## src/rtl/float_conv_pkg.sv

```systemverilog
// Shared widths, float operand layout and converter FSM states for the
// integer-to-float and float-to-integer stages.
package float_conv_pkg;

  localparam int INT_W   = 8;
  localparam int EXP_W   = 4;
  localparam int SIG_W   = 8;
  localparam int FLOAT_W = 1 + EXP_W + SIG_W;
  localparam int MAG_W   = INT_W - 1;
  localparam int CNT_W   = 3;

  typedef struct packed {
    logic             sign;
    logic [EXP_W-1:0] exp;
    logic [SIG_W-1:0] sig;
  } float_t;

  typedef enum logic [1:0] {
    IDLE  = 2'd0,
    SHIFT = 2'd1,
    DONE  = 2'd2
  } conv_state_e;

endpackage

```

## src/rtl/float_to_int_converter_if.sv

```systemverilog
// Operand and result channels of the float-to-integer converter.
// Both channels: a transfer happens on the rising clock edge where valid and
// ready are both high; the producer holds its payload stable while valid is high.
interface float_to_int_converter_if;
  import float_conv_pkg::*;

  float_t           float_i;
  logic             in_valid_i;
  logic             in_ready_o;
  logic [INT_W-1:0] int_o;
  logic             ovf_o;
  logic             out_valid_o;
  logic             out_ready_i;

  modport master (
    output float_i, in_valid_i, out_ready_i,
    input  in_ready_o, int_o, ovf_o, out_valid_o
  );

  modport slave (
    input  float_i, in_valid_i, out_ready_i,
    output in_ready_o, int_o, ovf_o, out_valid_o
  );
endinterface

```

## src/rtl/float_to_int_shifter.sv

```systemverilog
// Serial right shifter: one logical shift per cycle while the counter is non-zero.
// With FLOAT_TO_INT_ROUND_EN the last bit shifted out is kept as the round bit.
module float_to_int_shifter
  import float_conv_pkg::*;
#(
  parameter int W = SIG_W
) (
  input  logic             clk_i,
  input  logic             rst_i,
  input  logic             load,
  input  logic [W-1:0]     load_data,
  input  logic [CNT_W-1:0] load_count,
  output logic [W-1:0]     data,
  output logic             busy,
  output logic             last
`ifdef FLOAT_TO_INT_ROUND_EN
  ,
  output logic             round_bit
`endif
);

  localparam logic [CNT_W-1:0] CNT_ONE = 1;

  logic [CNT_W-1:0] count;

  always_ff @(posedge clk_i or posedge rst_i) begin
    if (rst_i) begin
      data  <= '0;
      count <= '0;
    end else if (load) begin
      data  <= load_data;
      count <= load_count;
    end else if (count != '0) begin
      data  <= data >> 1;
      count <= count - CNT_ONE;
    end
  end

`ifdef FLOAT_TO_INT_ROUND_EN
  always_ff @(posedge clk_i or posedge rst_i) begin
    if (rst_i) begin
      round_bit <= 1'b0;
    end else if (load) begin
      round_bit <= 1'b0;
    end else if (count != '0) begin
      round_bit <= data[0];
    end
  end
`endif

  assign busy = (count != '0);
  assign last = (count == CNT_ONE);

endmodule

```

## src/rtl/float_to_int_converter.sv

```systemverilog
// Multi-cycle float {sign, exp, sig} to sign-magnitude integer converter.
// Define FLOAT_TO_INT_ROUND_EN for round half-up; otherwise the result is truncated.
module float_to_int_converter
  import float_conv_pkg::*;
#(
  parameter int INT_WIDTH = INT_W,
  parameter int EXP_WIDTH = EXP_W,
  parameter int SIG_WIDTH = SIG_W
) (
  input  logic                        clk_i,
  input  logic                        rst_i,
  float_to_int_converter_if.slave     bus,
  output conv_state_e                 dbg_state
);

  localparam int MAG_WIDTH = INT_WIDTH - 1;

  conv_state_e state, state_next;

  logic                 sign_in;
  logic [EXP_WIDTH-1:0] exp_in;
  logic [SIG_WIDTH-1:0] sig_in;
  logic                 accept;
  logic                 is_zero;
  logic                 is_sat;
  logic                 shift_load;
  logic [CNT_W-1:0]     shift_count;

  logic                 sign_q;
  logic                 from_shift_q;
  logic                 sat_q;

  logic [SIG_WIDTH-1:0] sh_data;
  logic                 sh_busy;
  logic                 sh_last;
`ifdef FLOAT_TO_INT_ROUND_EN
  logic                 sh_round;
`endif

  logic [SIG_WIDTH-1:0] rounded;
  logic [MAG_WIDTH-1:0] mag;
  logic                 ovf;

  assign sign_in     = bus.float_i.sign;
  assign exp_in      = bus.float_i.exp;
  assign sig_in      = bus.float_i.sig;
  assign accept      = (state == IDLE) && bus.in_valid_i;
  assign is_zero     = (exp_in == '0) || (sig_in == '0);
  assign is_sat      = !is_zero && (int'(exp_in) >= SIG_WIDTH);
  assign shift_load  = accept && !is_zero && !is_sat;
  // exp is 1..7 here, so the shift distance always fits the counter.
  assign shift_count = CNT_W'(SIG_WIDTH - int'(exp_in));

  always_ff @(posedge clk_i or posedge rst_i) begin
    if (rst_i) begin
      state <= IDLE;
    end else begin
      state <= state_next;
    end
  end

  always_comb begin
    state_next = state;
    unique case (state)
      IDLE:    if (bus.in_valid_i) state_next = shift_load ? SHIFT : DONE;
      SHIFT:   if (sh_last || !sh_busy) state_next = DONE;
      DONE:    if (bus.out_ready_i) state_next = IDLE;
      default: state_next = IDLE;
    endcase
  end

  always_comb begin
    bus.in_ready_o  = (state == IDLE);
    bus.out_valid_o = (state == DONE);
    dbg_state       = state;
  end

  always_ff @(posedge clk_i or posedge rst_i) begin
    if (rst_i) begin
      sign_q       <= 1'b0;
      from_shift_q <= 1'b0;
      sat_q        <= 1'b0;
    end else if (accept) begin
      sign_q       <= sign_in;
      from_shift_q <= shift_load;
      sat_q        <= is_sat;
    end
  end

  float_to_int_shifter #(
    .W (SIG_WIDTH)
  ) u_shifter (
    .clk_i      (clk_i),
    .rst_i      (rst_i),
    .load       (shift_load),
    .load_data  (sig_in),
    .load_count (shift_count),
    .data       (sh_data),
    .busy       (sh_busy),
    .last       (sh_last)
`ifdef FLOAT_TO_INT_ROUND_EN
    ,
    .round_bit  (sh_round)
`endif
  );

  // After at least one shift the top bit is clear, so a set top bit can only
  // come from rounding 127 up to 128.
  always_comb begin
    rounded = sh_data;
`ifdef FLOAT_TO_INT_ROUND_EN
    rounded = sh_data + {{(SIG_WIDTH-1){1'b0}}, sh_round};
`endif
    mag = '0;
    ovf = 1'b0;
    if (from_shift_q) begin
      ovf = rounded[SIG_WIDTH-1];
      mag = ovf ? '1 : rounded[MAG_WIDTH-1:0];
    end else if (sat_q) begin
      ovf = 1'b1;
      mag = '1;
    end
    bus.int_o = {sign_q && (mag != '0), mag};
    bus.ovf_o = ovf;
  end

endmodule
```

## src/flat_wrapper.sv

```systemverilog
// flat-port wrapper written by rule: the top's interface ports become plain ports
module float_to_int_converter_flat import float_conv_pkg::*;
#(
  parameter int INT_WIDTH = INT_W,
  parameter int EXP_WIDTH = EXP_W,
  parameter int SIG_WIDTH = SIG_W
)
  (clk_i, rst_i, dbg_state, bus_float_i, bus_in_valid_i, bus_out_ready_i, bus_in_ready_o, bus_int_o, bus_ovf_o, bus_out_valid_o);
  float_to_int_converter_if bus_i ();
  input  logic clk_i;
  input  logic rst_i;
  output conv_state_e dbg_state;
  input wire logic [$bits(bus_i.float_i)-1:0] bus_float_i;
  input wire logic [$bits(bus_i.in_valid_i)-1:0] bus_in_valid_i;
  input wire logic [$bits(bus_i.out_ready_i)-1:0] bus_out_ready_i;
  output wire logic [$bits(bus_i.in_ready_o)-1:0] bus_in_ready_o;
  output wire logic [$bits(bus_i.int_o)-1:0] bus_int_o;
  output wire logic [$bits(bus_i.ovf_o)-1:0] bus_ovf_o;
  output wire logic [$bits(bus_i.out_valid_o)-1:0] bus_out_valid_o;
  assign bus_i.float_i = bus_float_i;
  assign bus_i.in_valid_i = bus_in_valid_i;
  assign bus_i.out_ready_i = bus_out_ready_i;
  assign bus_in_ready_o = bus_i.in_ready_o;
  assign bus_int_o = bus_i.int_o;
  assign bus_ovf_o = bus_i.ovf_o;
  assign bus_out_valid_o = bus_i.out_valid_o;
  float_to_int_converter #(.INT_WIDTH(INT_WIDTH), .EXP_WIDTH(EXP_WIDTH), .SIG_WIDTH(SIG_WIDTH)) u_core (.clk_i(clk_i), .rst_i(rst_i), .bus(bus_i), .dbg_state(dbg_state));
endmodule
```

## config.mk

```make
export PLATFORM = sky130hd
export DESIGN_NAME = float_to_int_converter_flat
export DESIGN_NICKNAME = d
export VERILOG_FILES = /design/src/rtl/float_conv_pkg.sv /design/src/rtl/float_to_int_converter_if.sv /design/src/rtl/float_to_int_shifter.sv /design/src/rtl/float_to_int_converter.sv /design/src/flat_wrapper.sv
export SDC_FILE = /design/constraint.sdc
export NUM_CORES = 1
export LEC_CHECK = 0
export CORE_ASPECT_RATIO = 2
export CORE_MARGIN = 3
export CORE_UTILIZATION = 30
export DETAILED_ROUTE_END_ITERATION = 16
export PLACE_DENSITY = 0.55
export SYNTH_ARGS = -nofsm -noshare
export SYNTH_HDL_FRONTEND = slang
export SYNTH_SLANG_ARGS = --single-unit
export TNS_END_PERCENT = 100
```

## constraint.sdc

```tcl
create_clock -name clk_i -period 2.5 [get_ports clk_i]
set_input_delay 0.375 -clock clk_i [delete_from_list [all_inputs] [get_ports clk_i]]
set_output_delay 0.375 -clock clk_i [all_outputs]
set_load 0.05 [all_outputs]
```

After elaboration in Yosys (flattened, before gate mapping). Index checks and enable logic that the tools add are counted. Widths: inputs -> output; s select.

$add $sub $neg: 2. $lt $le $gt $ge: 1. Eq/ne operators: 6. Reduce and logical (&&, ||, !) cells: 17. Mux-type cells: 14.

Operators by type and width (count): $mux 7 (3); $mux 8 (2); $logic_not 8->1 (1); $mux 2 (4); $reduce_bool 7->1 (1); $mux 3 (2); $pmux 2 s3 (1); $logic_and 1x1->1 (5); $ge 4x4->1 const B (1); $logic_not 4->1 (1); $ne 2x2->1 const B (2); $eq 3x1->1 const B (1); $logic_not 1->1 (3); $reduce_and 3->1 (1); $reduce_bool 3->1 (1); $sub 1x3->3 const A (1); $sub 3x1->3 const B (1); $eq 2x1->1 const B (1); $eq 2x2->1 const B (1); $logic_not 2->1 (1); $logic_or 1x1->1 (2); $mux 1 (2); $ne 2x1->1 const B (1); $reduce_bool 2->1 (1).

Bits in registers: 16. Logic and storage cells: 46. Output and inout port bits: 13.

Longest topological paths before layout.
Depth after elaboration: 9. Gate-level depth with buffers: 7. Gate-level depth less buffers: 6.

Hierarchy. A second synthesis with hierarchy kept.

Cell total of the unflattened synthesis: 116. Area, all modules: 1064.8 um^2.

Modules (own cells, without submodules): float_to_int_shifter (cells an instance 60, seq. area each 275.3 um^2, area an instance 675.6 um^2, times used 1); float_to_int_converter (cells an instance 56, seq. area each 125.1 um^2, area an instance 389.1 um^2, times used 1).

Worst setup path after synthesis. No wires, ideal clock.

Kind: register to output. Start point: register u_core.from_shift_q. End point: output port bus_int_o[7]. Path slack: 0.233 ns. Data required time: 2.125 ns. Buffers on the path: 1. Arrival: 1.892 ns. Stages on the path, launching flop included: 4. Path through: dfrtp_1 -> buf_2 -> mux2i_1 -> a21boi_0.

Cells in the longest elaborated chain, start to end: 3.

Ends and longest elaborated chain: start, declared (line float_to_int_converter.sv:30) `logic from_shift_q;`; start signal, assigned (line float_to_int_converter.sv:85) `from_shift_q <= shift_load;`; $mux 7 (line float_to_int_converter.sv:116) `if (from_shift_q) begin`; $reduce_bool 7->1 (line float_to_int_converter.sv:123) `bus.int_o = {sign_q && (mag != '0), mag};`; $logic_and 1x1->1 (line float_to_int_converter.sv:123); end, declared (line flat_wrapper.sv:17) `output wire logic [$bits(bus_i.int_o)-1:0] bus_int_o;`.

No other way between the ends.

Final worst setup path.
Start point: register u_core.from_shift_q. End point: output port bus_int_o[6].

Cells in the longest elaborated chain, start to end: 1.

Ends and longest elaborated chain (line): $mux 7 (float_to_int_converter.sv:116).

No other way between the ends.

==> summary.txt <==
Synth
  • Register area share after synthesis: 39.8%
  • FF+latch count, synth: 16
  • Ys flop type: dfrtp_1
  • Top cells by area, synth: dfrtp_1, mux2_2, nand2_1, mux2_4, ha_1
  • Most frequent cell after synthesis: nand2_1
  • Yosys cell types: 25
  • Cells after synthesis: 97
  • Synth Area per Inst: 10.4 um^2
  • Share of the synthesized area in the top cell type: 39.8%
  • Synth area leader: dfrtp_1
  • Yosys warns: 0
  • Asr flop ratio synth: 100%
  • Mapped Area: 1010 um^2
  • Post-synth top cells: nand2_1, dfrtp_1, mux2_2, inv_1, nor2_1
  • Post-synth EDFFs: 0
  • Synth Net Count: 118

Setup path
  • Arrival time at the worst endpoint: 1.92 ns
  • Worst Setup Start Kind: register
  • CP peak stage delay: 0.79 ns
  • Crit path kind: register to output port
  • Worst setup EP type: output port
  • CP max FO: 10
  • CP required: 2.12 ns
  • Critical path, cell by cell: mux2i_1 > buf_4 > nand2_1 > clkdlybuf4s50_1
  • Worst reg2reg setup slack: 0.88 ns
  • CP max-delay cell: clkdlybuf4s50_1

Detailed routing
  • DRC Markers: 0
  • Initial DRC count: 10
  • Final ANT Viol Nets: 0
  • Drt wl/cell: 13.3 um
  • Routed WL: 2.12 mm
  • Vias: 774
  • Vias per std cell: 4.87
  • DRT Pass-1 Iters: 4

Placed design
  • RD Place Congestion: 0.708
  • HPWL after DPL: 1.75 mm
  • DP Worst Slack: 0.344 ns
  • Buffers on Ports: 29

CTS
  • CTS Buffer Depth: 2
  • Clock-pin slew on the worst setup and hold paths: 0.07 ns
  • CTS resizes: 0
  • TritonCTS clock tree: yes
  • Hold_buf cts: 0
  • TritonCTS buffer count: 3
  • Clk_lat worst skew: 0.25 ns
  • Root Driver: clkbuf_8
  • H-tree depth: 1
  • Clock sink count: 16
  • Postcts setup bufs: 0

STA
  • Max-slew headroom: 58.0%
  • Achievable frequency: 0.437 GHz
  • Final setup margin: 0.209 ns
  • Final Max Slew Viols: 0
  • Final min period: 2.29 ns
  • Slew @ Worst Pin: 0.629 ns
  • Clock Skew: 0.00411 ns
  • Fin Setup TNS: 0 ns
  • RSZ-0062 raised after global routing: false
  • Final period utilization: 91.6%
  • Final hold vios: 0
  • Setup violations, final: 0

Global routing
  • Initial antenna violation count: 0
  • Largest net degree at the start of global routing: 17
  • Number of global-route vias before repair: 776
  • Total GRT Usage: 11.8%
  • Grt ovf: 0
  • First-pass GRT wire length: 3.46 mm

Finish
  • Final nets: 150
  • Final Util: 42.3%
  • Area growth syn-to-layout: 34.0%
  • Share of cells above drive strength 1: 23.4%
  • # diodes: 0

Floorplanning
  • Die area: 4130 um^2
  • Die height: 87.9 um
  • Die W: 47.0 um
  • Starting Density: 31.5%
  • Rows: 29
  • Core area: 3190 um^2
  • Top-Level Pins: 30

Hold path
  • Worst hold path type: input port to asynchronous set/reset pin

Run
  • Number of max-cap violations: 0

Run status
  • Status: completed

Power and ir drop
  • Pleak: 0.000666 uW
  • Peak supply drop: 0.458 mV
  • PwrDens: 1480 nW/um^2
==> sequential cells by signal, summed over array words and instances, names as in the netlist <==
| name | flops |
|---|---|
| u_core.sign_q | 1 |
| u_core.sat_q | 1 |
| u_core.dbg_state | 2 |
| u_core.u_shifter.count | 3 |
| u_core.u_shifter.data | 8 |
| u_core.from_shift_q | 1 |
==> power breakdown <==
| group | internal, uW | total [uW] | switching (uW) |
|---|---|---|---|
| Combinational | 516 | 1280 | 769 |
| Clock | 140 | 227 | 87.9 |
| Sequential | 374 | 487 | 112 |
==> layout make-up <==
type                       count  area (um^2)
clock buffer                   4         55.1
fill                         322         1840
inverter                       8         30.0
multi-input combinational     70          541
sequential                    16          400
tap                           31         38.8
timing repair buffer          30          285
==> per-layer routing <==
layer  global-route usage, %  routed length [um]
met5                       0                   0
met1                    11.8                 749
met3                    1.44                  76
met2                    22.1                1260
met4                    5.54                  32
==> critical path: cells and delay by family, from the launching register on <==
kind,cells,cell delay (ns)
flops,1,0.49
mux,1,0.16
simple gates,1,0.05
buf+inv,2,0.96
==> cell families (layout without fill, tap and decap cells) <==
| logic type | Yosys count | count (layout) | synth area share (%) |
|---|---|---|---|
| AO/OA/AOI/OAI | 8 | 8 | 4.97 |
| XOR/XNOR | 1 | 1 | 0.870 |
| adder cells (fa/ha/maj) | 4 | 4 | 4.97 |
| buffers and inverters | 11 | 42 | 6.58 |
| flip-flops | 16 | 16 | 39.8 |
| multiplexers | 21 | 21 | 24.8 |
| AND/OR/NAND/NOR | 36 | 36 | 18.0 |
==> placed cells by master (no fill, tap or decap), drive strengths merged, types with 3 or more instances in the layout <==
master	n
buf	6
clkbuf	4
clkdlybuf4s50	24
dfrtp	16
ha	4
inv	8
mux2	17
mux2i	4
nand2	21
nor2	7
o21ai	3
==> worst paths after layout <==
path	start	endpoint	depth (start not counted)
hold reg to reg	u_core.sat_q	u_core.sat_q	2
hold / removal	rst_i	u_core.sign_q	2
max in group asynchronous	rst_i	u_core.u_shifter.data[4]	2
min in group clk_i	u_core.sat_q	u_core.sat_q	2
setup / recovery	u_core.from_shift_q	bus_int_o[6]	4
setup reg to reg	u_core.u_shifter.count[0]	u_core.u_shifter.data[1]	5
==> stage by stage <==
stage          instance area (um^2)  instances  hold slack (ns)  total power [uW]
2_1_floorplan                  1010         97            0.289              1440
3_3_place_gp                   1290        155            0.476              1780
3_5_place_dp                   1290        155            0.482              1800
4_1_cts                        1350        159            0.497              2030
5_1_grt                        1350        159            0.507              2140
6_report                       1350        159            0.495              2000
No activity file was read; power rests on OpenSTA's default activity.
==> variant 1 (same flow settings) <==
The package constant `INT_W` goes from 8 to 7.
--- a/src/rtl/float_conv_pkg.sv
+++ b/src/rtl/float_conv_pkg.sv
@@ -3,5 +3,5 @@
 package float_conv_pkg;
 
-  localparam int INT_W   = 8;
+  localparam int INT_W   = 7;
   localparam int EXP_W   = 4;
   localparam int SIG_W   = 8;
Interface: changed (resized bus_int_o); port bits go from 30 to 29. The function was not compared with the original's and may differ.
==> variant 1 against the unedited design <==
Worst setup slack improved by 0.0017 ns; clock power decreased by 16%; power decreased by 4.9%; sequential cell count unchanged; wire length increased by 3.7%; clock skew decreased by 0.0026 ns; global-route usage increased by 0.25 points; count of clock-buffer cells in the layout decreased by 1; synthesized area increased by 0.37%; cell area decreased by 0.65%; critical path type unchanged.
==> variant 1: results (changes against the unedited design) <==
stage;metric;value;unit;change
route;routed-wl-met3;87;µm;+14%
synth;synth_commonest_cells;nand2_1, dfrtp_1, inv_1, mux2_2, mux2_4;;
global_routing;grtUsageMet3;2.06;%;+0.62 points
worst_hold_path;hold_path_class;reg2reg;;
finish;nNonClkBuffers;29;;-3.3%
synth;synth_cell_type_count;28;;+12%
critical_path;worst-path-max-fanout;8;;-2
finish;layout-drive-gt1-share;17.7;%;-5.7 points
global_routing;groute.usage.overall;12.0;%;+0.25 points
synth;synthAdderAreaFrac;4.95;%;-0.018 points
global_routing;met2_usage;24.5;%;+2.5 points
power;seq_power;0.000473;W;-3%
global_routing;grt_pass1_wl;3510;µm;+1.6%
synth;ys_seq_area_share;39.6;%;-0.15 points
sta;skew;0.00151;ns;-0.00259 ns
synth;synth.area.top_cells;dfrtp_1, mux2_2, mux2_4;;
route;firstDrtPassIters;3;;-1
finish;n_fill_cell;324;;+0.62%
synth;synthXorXnorAreaFrac;1.73;%;+0.86 points
route;wl_met2;1370;µm;+8.2%
route;drt-total-wl;2200;µm;+3.7%
clock_tree;post_cts_resized;1;;+1
status;status;finished, final reports clean;;
placed_design;gp_congestion;0.766;;+8.1%
finish;seq_cell_count;16;;unchanged
finish;multi_input_area;544;µm²;+0.69%
power;p_comb_share;65.2;%;+0.9 points
critical_path;rrSetupSlack;0.84;ns;-0.04 ns
[variant 1: cell types whose count changed in the layout (fill, tap and decap cells not counted)]
cell,before,now
nor2_1,6,5
mux2_2,12,8
nand2_1,21,19
mux2_4,5,6
clkdlybuf4s50_1,24,27
o41ai_1,1,0
buf_4,6,1
clkbuf_8,4,3
dlygate4sd2_1,0,1
xor2_1,0,1
a21oi_1,2,1
o31ai_1,0,1
a21oi_2,0,1
mux2_1,0,3
[variant 1: through the flow]
stage / hold slack (ns) / worst slack (ns) / total power (W) / cell area [µm²] / instances
6_report: 0.500 / 0.211 / 0.00190 / 1340 / 155
4_1_cts: 0.503 / 0.168 / 0.00193 / 1340 / 155
2_1_floorplan: 0.289 / 0.259 / 0.00139 / 1010 / 95
3_3_place_gp: 0.477 / 0.221 / 0.00172 / 1300 / 152
5_1_grt: 0.531 / 0.0852 / 0.00202 / 1340 / 155
3_5_place_dp: 0.489 / 0.200 / 0.00174 / 1300 / 152
==> variant 2 (config.mk and constraints unchanged) <==
Made on the original files. Register the output `dbg_state`; this adds one clock of latency there. The other outputs are not delayed to match.
--- a/src/rtl/float_to_int_converter.sv
+++ b/src/rtl/float_to_int_converter.sv
@@ -15,4 +15,6 @@
 
   localparam int MAG_WIDTH = INT_WIDTH - 1;
+
+  conv_state_e dbg_state_d;
 
   conv_state_e state, state_next;
@@ -73,5 +75,5 @@
     bus.in_ready_o  = (state == IDLE);
     bus.out_valid_o = (state == DONE);
-    dbg_state       = state;
+    dbg_state_d     = state;
   end
 
@@ -125,3 +127,7 @@
   end
 
+  always_ff @(posedge clk_i) begin
+    dbg_state <= dbg_state_d;
+  end
+
 endmodule
Function: changed (a bounded check fails within 4 cycles, from zero or initial values and one cycle with rst_i high).
==> variant 2 against the unedited design <==
Count of clock-buffer cells in the layout unchanged; cell area is 6.1% higher; global-route usage decreased by 0.22 points; final cell count up 13%; die area grew 5.3%; combinational power increased by 5%; sequential power up 8.4%; sequential cell count up 2; wire length up 1.8%; worst setup slack better by 0.12 ns; synthesized area grew 5.8%; power rose by 4.6%; critical endpoint is now bus_int_o[7].
==> variant 2: results (changes against the unedited design) <==
stage;metric;value;unit;change
global_routing;antenna_found_initial;0;;unchanged
global_routing;grt_pass1_vias;812;;+4.6%
critical_path;max_stage_delay;0.54;ns;-0.25 ns
synth;synth_top_area_share;37.6;%;-2.2 points
clock_tree;clkLatencyLatePin;0.25;ns;about the same
sta;slew_headroom;59.1;%;+1.1 points
worst_hold_path;hold_path_class;reg2reg;;
finish;fin_nets;153;;+2.0%
route;firstDrtPassIters;2;;-2
route;m1WireLength;787;µm;+5.1%
route;dr_total_vias;790;;+2.1%
critical_path;worst-path-max-fanout;4;;-6
route;drtIter0Drc;12;;+2
route;wl_met2;1270;µm;+0.24%
finish;diodes;0;;unchanged
synth;ys_seq_area_share;41.3;%;+1.6 points
synth;async_flop_share;88.9;%;-11 points
critical_path;cp.arrival;1.79;ns;-0.13 ns
placed_design;pre_cts_ws;0.286;ns;-0.0584 ns
sta;skew;0.00504;ns;+0.000937 ns
synth;synth_cell_type_count;27;;+8.0%
route;drt-total-wl;2160;µm;+1.8%
finish;largestRegisters;u_core.u_shifter.data x8, u_core.u_shifter.count x3;;
clock_tree;root_buffer;clkbuf_8;;
synth;synth_commonest_cells;nand2_1, dfrtp_1, inv_1;;
status;status;finished, final reports clean;;
placed_design;gp_congestion;0.701;;-1.0%
power;leakage;0.702;nW;+5.3%
critical_path;cp_top_family;simple AND/OR/NAND/NOR gates;;
clock_tree;cts_made_buffers;3;;unchanged
route;routed-wl-met3;73;µm;-3.9%
critical_path;crit_slowest_cell;or4_1;;
global_routing;groute.usage.overall;11.5;%;-0.22 points
power;vdd_drop_max;0.000864;V;+89%
placed_design;dpl.hpwl;1770;µm;+1.1%
finish;layout-drive-gt1-share;18.3;%;-5.1 points
global_routing;grt_pass1_wl;3700;µm;+7.0%
synth;synth.area.top_cells;dfrtp_1, mux2_4, nand2_1;;
clock_tree;cts_max_level;1;;unchanged
placed_design;port_buffers;29;;unchanged
variant 2: cell families (layout without fill, tap and decap cells):
kind of cell	count (synthesis)	after routing	share of synthesized area (%)
AO/OA/AOI/OAI	8	8	5.87
buffers and inverters	12	44	6.57
AND/OR/NAND/NOR	35	35	16.5
XOR/XNOR	1	1	0.822
flip-flops	18	18	41.3
adder cells (fa/ha/maj)	4	4	4.70
multiplexers	21	21	24.2
variant 2: metrics by stage:
step,hold WS (ns),total power (W),area [µm²],instances,util (%)
after floorplan,0.289,0.00152,1070,99,-
after global placement,0.440,0.00189,1390,175,40.6
after detailed placement,0.445,0.00190,1390,175,40.6
after CTS,0.464,0.00211,1430,179,41.9
after global routing,0.502,0.00223,1430,179,41.9
final,0.476,0.00209,1430,179,41.9
variant 2: layout make-up:
class                           instances  area, µm²
Clock buffer                            4       45.0
Fill cell                             341       1980
Inverter                                9       33.8
Multi-Input combinational cell         69        556
Timing Repair Buffer                   31        298
Sequential cell                        18        440
Tap cell                               48       60.1
variant 2: worst paths after layout:
path / start / to / slack [ns]
worst max-delay path: u_core.u_shifter.data[3] / bus_int_o[7] / 0.33
worst min-delay path: u_core.dbg_state_d[0] / u_core.dbg_state[0] / 0.48
worst max register to register: u_core.u_shifter.count[0] / u_core.u_shifter.data[0] / 0.87
worst min register to register: u_core.dbg_state_d[0] / u_core.dbg_state[0] / 0.48
max in group asynchronous: rst_i / u_core.u_shifter.data[1] / 1.61
min in group asynchronous: rst_i / u_core.u_shifter.count[2] / 0.49
variant 2: metal layers:
metal  up-vias  GRT usage, %
met3         4          2.00
met5         -             0
met2        17          19.8
met1       371          13.0
met4         0          4.49
li1        398             -
variant 2: where the power goes:
group | internal (W) | total, W | switching, W | leakage [nW]
clock network | 0.000113 | 0.000212 | 0.0000986 | 0.0228
logic | 0.000550 | 0.00135 | 0.000801 | 0.461
registers | 0.000422 | 0.000528 | 0.000107 | 0.218
